**config.mk**
```make
export PLATFORM = sky130hd
export DESIGN_NAME = lab3_dg_keyscan_flat
export DESIGN_NICKNAME = d
export VERILOG_FILES = /design/src/rtl/lab3_dg_keyscan_if.sv /design/src/rtl/lab3_dg_keyscan.sv /design/src/flat_wrapper.sv
export SDC_FILE = /design/constraint.sdc
export NUM_CORES = 1
export LEC_CHECK = 0
export CAP_MARGIN = 20
export CORE_MARGIN = 2
export CORE_UTILIZATION = 40
export CTS_CLUSTER_DIAMETER = 150
export DETAILED_ROUTE_END_ITERATION = 10
export PLACE_DENSITY = 0.67
export SYNTH_ARGS = -nofsm -noshare
export SYNTH_HDL_FRONTEND = slang
export SYNTH_SLANG_ARGS = --single-unit
export TNS_END_PERCENT = 1
```
**constraint.sdc**
```tcl
create_clock -name clk -period 2.9 [get_ports clk]
set_input_delay 0.29 -clock clk [delete_from_list [all_inputs] [get_ports clk]]
set_output_delay 0.29 -clock clk [all_outputs]
set_load 0.01 [all_outputs]
```
**src/rtl/lab3_dg_keyscan_if.sv**
```systemverilog
// Keypad scanner bus: matrix row/column lines plus the registered key and display-digit outputs.
// The master modport is the scanner side; the slave modport is the keypad/display side.
interface lab3_dg_keyscan_if;
    logic [3:0] row;
    logic [3:0] cols;
    logic [3:0] key_code;
    logic       key_valid;
    logic [3:0] digit_new;
    logic [3:0] digit_old;

    modport master (
        input  row,
        output cols, key_code, key_valid, digit_new, digit_old
    );

    modport slave (
        output row,
        input  cols, key_code, key_valid, digit_new, digit_old
    );
endinterface

```
**src/rtl/lab3_dg_keyscan.sv**
```systemverilog
// 4x4 keypad scan controller: column scan, 2-FF row sync, press/release debounce,
// one key_valid pulse per press and a two-digit (newest/previous) key history.
module lab3_dg_keyscan #(
    parameter int SCAN_DIV  = 2400,
    parameter int DB_CYCLES = 480000
) (
    input  logic              clk,
    input  logic              reset,
    lab3_dg_keyscan_if.master bus
);
    localparam int              SW         = $clog2(SCAN_DIV);
    localparam int              DW         = $clog2(DB_CYCLES);
    localparam logic [SW-1:0]   DWELL_LAST = SW'(SCAN_DIV - 1);
    localparam logic [SW-1:0]   SETTLE     = SW'(2);
    localparam logic [DW-1:0]   DB_LAST    = DW'(DB_CYCLES - 1);

    typedef enum logic [1:0] {SCAN, PRESS_DB, HELD, RELEASE_DB} state_t;

    state_t        r_state, w_state_nxt;
    logic [1:0]    r_idx, w_idx_nxt;
    logic [SW-1:0] r_dwell, w_dwell_nxt;
    logic [DW-1:0] r_db, w_db_nxt;
    logic [1:0]    r_row_sel, w_row_sel_nxt;
    logic [3:0]    r_row_meta, r_rs;
    logic [3:0]    r_key_code, r_digit_new, r_digit_old;
    logic          r_key_valid;
    logic          w_fire;
    logic          w_sel_low;
    logic [1:0]    w_low_row;
    logic [3:0]    w_code;

    function automatic logic [3:0] key_map(input logic [1:0] r, input logic [1:0] c);
        case ({r, c})
            4'h0: key_map = 4'h1;  4'h1: key_map = 4'h2;  4'h2: key_map = 4'h3;  4'h3: key_map = 4'hA;
            4'h4: key_map = 4'h4;  4'h5: key_map = 4'h5;  4'h6: key_map = 4'h6;  4'h7: key_map = 4'hB;
            4'h8: key_map = 4'h7;  4'h9: key_map = 4'h8;  4'hA: key_map = 4'h9;  4'hB: key_map = 4'hC;
            4'hC: key_map = 4'hE;  4'hD: key_map = 4'h0;  4'hE: key_map = 4'hF;  default: key_map = 4'hD;
        endcase
    endfunction

    // Lowest-index low row wins when several keys share the driven column.
    always_comb begin
        w_low_row = 2'd0;
        for (int i = 3; i >= 0; i--) begin
            if (!r_rs[i]) w_low_row = 2'(i);
        end
    end

    assign w_sel_low = ~r_rs[r_row_sel];
    assign w_code    = key_map(r_row_sel, r_idx);

    always_comb begin
        // NOTE: every output of this block gets a default first, so no path can infer a latch.
        w_state_nxt   = r_state;
        w_idx_nxt     = r_idx;
        w_dwell_nxt   = r_dwell;
        w_db_nxt      = r_db;
        w_row_sel_nxt = r_row_sel;
        w_fire        = 1'b0;
        case (r_state)
            SCAN: begin
                if (r_dwell >= SETTLE && r_rs != 4'hF) begin
                    w_state_nxt   = PRESS_DB;
                    w_row_sel_nxt = w_low_row;
                    w_db_nxt      = '0;
                    w_dwell_nxt   = '0;
                end else if (r_dwell == DWELL_LAST) begin
                    w_idx_nxt   = r_idx + 2'd1;
                    w_dwell_nxt = '0;
                end else begin
                    w_dwell_nxt = r_dwell + 1'b1;
                end
            end
            PRESS_DB: begin
                if (!w_sel_low) begin
                    w_state_nxt = SCAN;
                    w_idx_nxt   = r_idx + 2'd1;
                    w_dwell_nxt = '0;
                    w_db_nxt    = '0;
                end else if (r_db == DB_LAST) begin
                    w_state_nxt = HELD;
                    w_db_nxt    = '0;
                    w_fire      = 1'b1;
                end else begin
                    w_db_nxt = r_db + 1'b1;
                end
            end
            HELD: begin
                if (!w_sel_low) begin
                    w_state_nxt = RELEASE_DB;
                    w_db_nxt    = '0;
                end
            end
            RELEASE_DB: begin
                // A low cycle here is release bounce: back to HELD without a new pulse.
                if (w_sel_low) begin
                    w_state_nxt = HELD;
                    w_db_nxt    = '0;
                end else if (r_db == DB_LAST) begin
                    w_state_nxt = SCAN;
                    w_idx_nxt   = r_idx + 2'd1;
                    w_dwell_nxt = '0;
                    w_db_nxt    = '0;
                end else begin
                    w_db_nxt = r_db + 1'b1;
                end
            end
            default: w_state_nxt = SCAN;
        endcase
    end

    // NOTE: non-blocking assignments so every register samples the pre-edge values.
    always_ff @(posedge clk or posedge reset) begin
        if (reset) begin
            r_state     <= SCAN;
            r_idx       <= 2'd0;
            r_dwell     <= '0;
            r_db        <= '0;
            r_row_sel   <= 2'd0;
            r_row_meta  <= 4'hF;
            r_rs        <= 4'hF;
            r_key_code  <= 4'h0;
            r_key_valid <= 1'b0;
            r_digit_new <= 4'h0;
            r_digit_old <= 4'h0;
        end else begin
            r_state     <= w_state_nxt;
            r_idx       <= w_idx_nxt;
            r_dwell     <= w_dwell_nxt;
            r_db        <= w_db_nxt;
            r_row_sel   <= w_row_sel_nxt;
            r_row_meta  <= bus.row;
            r_rs        <= r_row_meta;
            r_key_valid <= w_fire;
            if (w_fire) begin
                r_key_code  <= w_code;
                r_digit_new <= w_code;
                r_digit_old <= r_digit_new;
            end
        end
    end

    // The column only moves in SCAN, so it stays frozen while a key is being handled.
    assign bus.cols      = ~(4'b0001 << r_idx);
    assign bus.key_code  = r_key_code;
    assign bus.key_valid = r_key_valid;
    assign bus.digit_new = r_digit_new;
    assign bus.digit_old = r_digit_old;
endmodule

```
**src/flat_wrapper.sv**
```systemverilog
// flat-port wrapper written by rule: the top's interface ports become plain ports
module lab3_dg_keyscan_flat 
#(
    parameter int SCAN_DIV  = 2400,
    parameter int DB_CYCLES = 480000
)
  (clk, reset, bus_row, bus_cols, bus_key_code, bus_key_valid, bus_digit_new, bus_digit_old);
  lab3_dg_keyscan_if bus_i ();
  input  logic clk;
  input  logic reset;
  input wire logic [$bits(bus_i.row)-1:0] bus_row;
  output wire logic [$bits(bus_i.cols)-1:0] bus_cols;
  output wire logic [$bits(bus_i.key_code)-1:0] bus_key_code;
  output wire logic [$bits(bus_i.key_valid)-1:0] bus_key_valid;
  output wire logic [$bits(bus_i.digit_new)-1:0] bus_digit_new;
  output wire logic [$bits(bus_i.digit_old)-1:0] bus_digit_old;
  assign bus_i.row = bus_row;
  assign bus_cols = bus_i.cols;
  assign bus_key_code = bus_i.key_code;
  assign bus_key_valid = bus_i.key_valid;
  assign bus_digit_new = bus_i.digit_new;
  assign bus_digit_old = bus_i.digit_old;
  lab3_dg_keyscan #(.SCAN_DIV(SCAN_DIV), .DB_CYCLES(DB_CYCLES)) u_core (.clk(clk), .reset(reset), .bus(bus_i));
endmodule
```
==> impl_metrics.py <==
metrics = {
    "status": {
        "status": "complete, no violations",
    },
    "die": {
        "dieArea_sq_um": 8280,
        "fp.dieW_microns": 91.0,
        "ios": 23,
        "fp-row-count": 31,
        "core_sq_um": 7290,
        "initial_utilization_pct": 41.5,
        "die_h_microns": 91.0,
    },
    "logic_synthesis": {
        "synth_nets": 320,
        "synth-async-reset-ratio_pct": 100,
        "yosys_warnings": 0,
        "synth_cells": 305,
        "synthTopCellsByArea": "dfrtp_1, dfstp_2, xnor2_1",
        "netlist_area_sq_um": 3030,
        "synthFlopType": "dfrtp_1",
        "yosys.area.top_type_share_pct": 38.0,
        "ys_ff_latch": 54,
        "syn_avg_cell_area_sq_um": 9.92,
        "synth_top_cell_by_area": "dfrtp_1",
        "ys_seq_area_share_pct": 45.0,
        "synth_edf_count": 0,
        "ys_types": 57,
    },
    "route": {
        "drtAntennaViolNets": 0,
        "vias_per_cell": 5.59,
        "drc": 0,
        "vias": 2363,
        "wl_per_cell_microns": 14.0,
        "drtIter0Drc": 181,
        "drtPass1Iterations": 4,
        "wirelength_mm": 5.94,
    },
    "critical_path": {
        "crit_fanout": 11,
        "startpoint_type": "flop",
        "worstPathCellList": "ha_1, nand2_2, or4_4, o41a_1, or2_4, a221o_1",
        "endpoint_kind": "flop",
        "r2r_cells": 6,
        "path_class": "reg2reg",
        "cp_slowest_cell": "o41a_1",
        "required_ps": 3100,
        "crit_arrival_ps": 2760,
        "cpPeakStageDelay_ps": 580,
    },
    "timing": {
        "fin_crit_sh_pct": 88.2,
        "rsz0062_at_grt": "no",
        "tns_ps": 0,
        "setup_violations": 0,
        "slew_headroom_pct": 56.3,
        "fin_skew_ps": 8.82,
        "worst_pin_slew_ps": 650,
        "finalHoldViolCount": 0,
        "fmax_mhz": 391,
        "layout_min_cycle_time_ps": 2560,
        "slew_viol_final": 0,
    },
    "clocking": {
        "cts_tree": "built",
        "cts_root_buffer": "clkbuf_8",
        "htree_levels": 2,
        "cts_buffers": 5,
        "cts_hold_buf": 0,
        "clk_path_buf_depth": 2,
        "postCtsResizedCells": 0,
        "post_cts.repair.setup_buffers": 0,
        "clk_latency_ps": 310,
        "path_clk_slew_ps": 100,
        "cts_sinks": 54,
    },
    "global_route": {
        "grt.total_usage_pct": 15.4,
        "grt-ovfl-total": 0,
        "grt_pass1_wl_mm": 10.6,
        "grt_max_degree": 25,
        "grt_pass1_vias": 2252,
        "antenna_found_initial": 0,
    },
    "finish": {
        "n_antenna_cell": 0,
        "fin_util_pct": 46.8,
        "finalNetCount": 338,
        "fillers": 736,
        "final_common_cell": "dfrtp_1",
        "syn_to_final_growth_pct": 12.9,
        "drive_above_1_share_pct": 13.6,
        "final_cell_mix": "dfrtp_1, nand2_1, nor2_1, clkdlybuf4s50_1, nand3_1",
    },
    "placement": {
        "dp_hpwl_mm": 4.39,
        "gp_congestion": 0.831,
        "io_buffer_count": 22,
    },
    "power_and_ir_drop": {
        "ir_drop_uv": 242,
        "power_per_cell_area_nw_per_um2": 666,
        "p_leak_uw": 0.00140,
    },
    "worst_hold_path": {
        "min_path_type": "in2async",
    },
    "job": {
        "max_cap_violations": 0,
    },
}
-- power by group --
group / switching [uW] / total, uW / internal, uW
clock network: 241 / 412 / 171
logic: 530 / 918 / 388
registers: 117 / 943 / 826
total: 888 / 2270 / 1390
-- layout make-up --
class / count / area (sq um) / share of cell area, %
multi-input combinational: 216 / 1510 / 44.1
timing repair buffer: 29 / 273 / 7.99
clock inverter: 2 / 13.8 / 0.403
inverter: 17 / 63.8 / 1.87
tap: 99 / 124 / 3.63
sequential: 54 / 1360 / 39.9
clock buffer: 6 / 72.6 / 2.13
-- per-layer routing --
metal,vias up,wire (microns),track usage [%]
met5,-,0,0
met4,0,55,3.79
met3,6,238,2.90
met2,38,2820,24.1
met1,1173,2830,22.0
li1,1146,-,-
-- stage by stage --
stage	cell area (sq um)	hold slack, ps	worst slack (ps)	power [uW]	cells
after floorplan	3030	294	676	1600	305
after global routing	3410	269	138	2460	423
after CTS	3410	255	321	2300	423
after global placement	3330	346	396	1860	415
final	3410	251	341	2270	423
after detailed placement	3330	349	328	1880	415
-- path summary, 6_finish.rpt --
kind / startpoint / end / slack, ps
min in group clk: u_core.r_row_meta[0] / u_core.r_rs[0] / 360
worst max-delay path: u_core.r_db[0] / u_core.r_dwell[8] / 340
worst min-delay path: reset / u_core.r_row_sel[1] / 250
worst min register to register: u_core.r_row_meta[0] / u_core.r_rs[0] / 360
worst max register to register: u_core.r_db[0] / u_core.r_dwell[8] / 340
max in group asynchronous: reset / u_core.r_db[4] / 2020
-- worst max-delay path, delay by kind of cell (launching register included) --
family          cells  cell delay, ps
fa+ha+maj           1             250
simple gates        3             890
compound gates      2             930
flops               1             390
-- state kept, by name (all words and copies together), names as in the netlist, named ones only --
| signal | flops |
|---|---|
| u_core.r_state | 1 |
| u_core.r_db | 19 |
| u_core.r_row_meta | 4 |
| u_core.bus.key_valid | 1 |
| u_core.r_row_sel | 2 |
| u_core.r_dwell | 12 |
| u_core.bus.key_code | 4 |
| u_core.bus.digit_old | 4 |
| u_core.r_idx | 2 |
| u_core.r_rs | 4 |
-- cell usage after synthesis (2+ instances only) --
library cell and count:
nor2_1 22, a221o_1 2, nand3_1 17, nand4bb_1 2, a22o_1 2, nor3b_1 2, nor3_1 8, and2_1 2
or2_2 2, a211oi_1 10, and3_1 5, dfstp_2 8, inv_1 17, mux2i_1 2, a2111oi_0 3, buf_4 5
mux4_2 2, or4_1 6, o31a_1 3, o21ai_0 13, ha_1 9, a21oi_1 9, and4_1 2, or3_1 3
clkbuf_1 7, a211o_1 2, mux2_2 10, nand4_1 3, dfrtp_1 46, nor4_1 6, nand2_1 24, o31ai_1 9
xnor2_1 13, buf_2 6
-- logic make-up (layout without fill, tap and decap cells) --
family	after synthesis	in the layout	synth area share (%)
simple gates	111	111	19.6
compound gates	68	68	16.5
flops	54	54	45.0
buf+inv	35	54	5.21
xor+xnor	14	14	4.05
mux	14	14	5.87
fa+ha+maj	9	9	3.72
No activity file was read; power rests on OpenSTA's default activity.
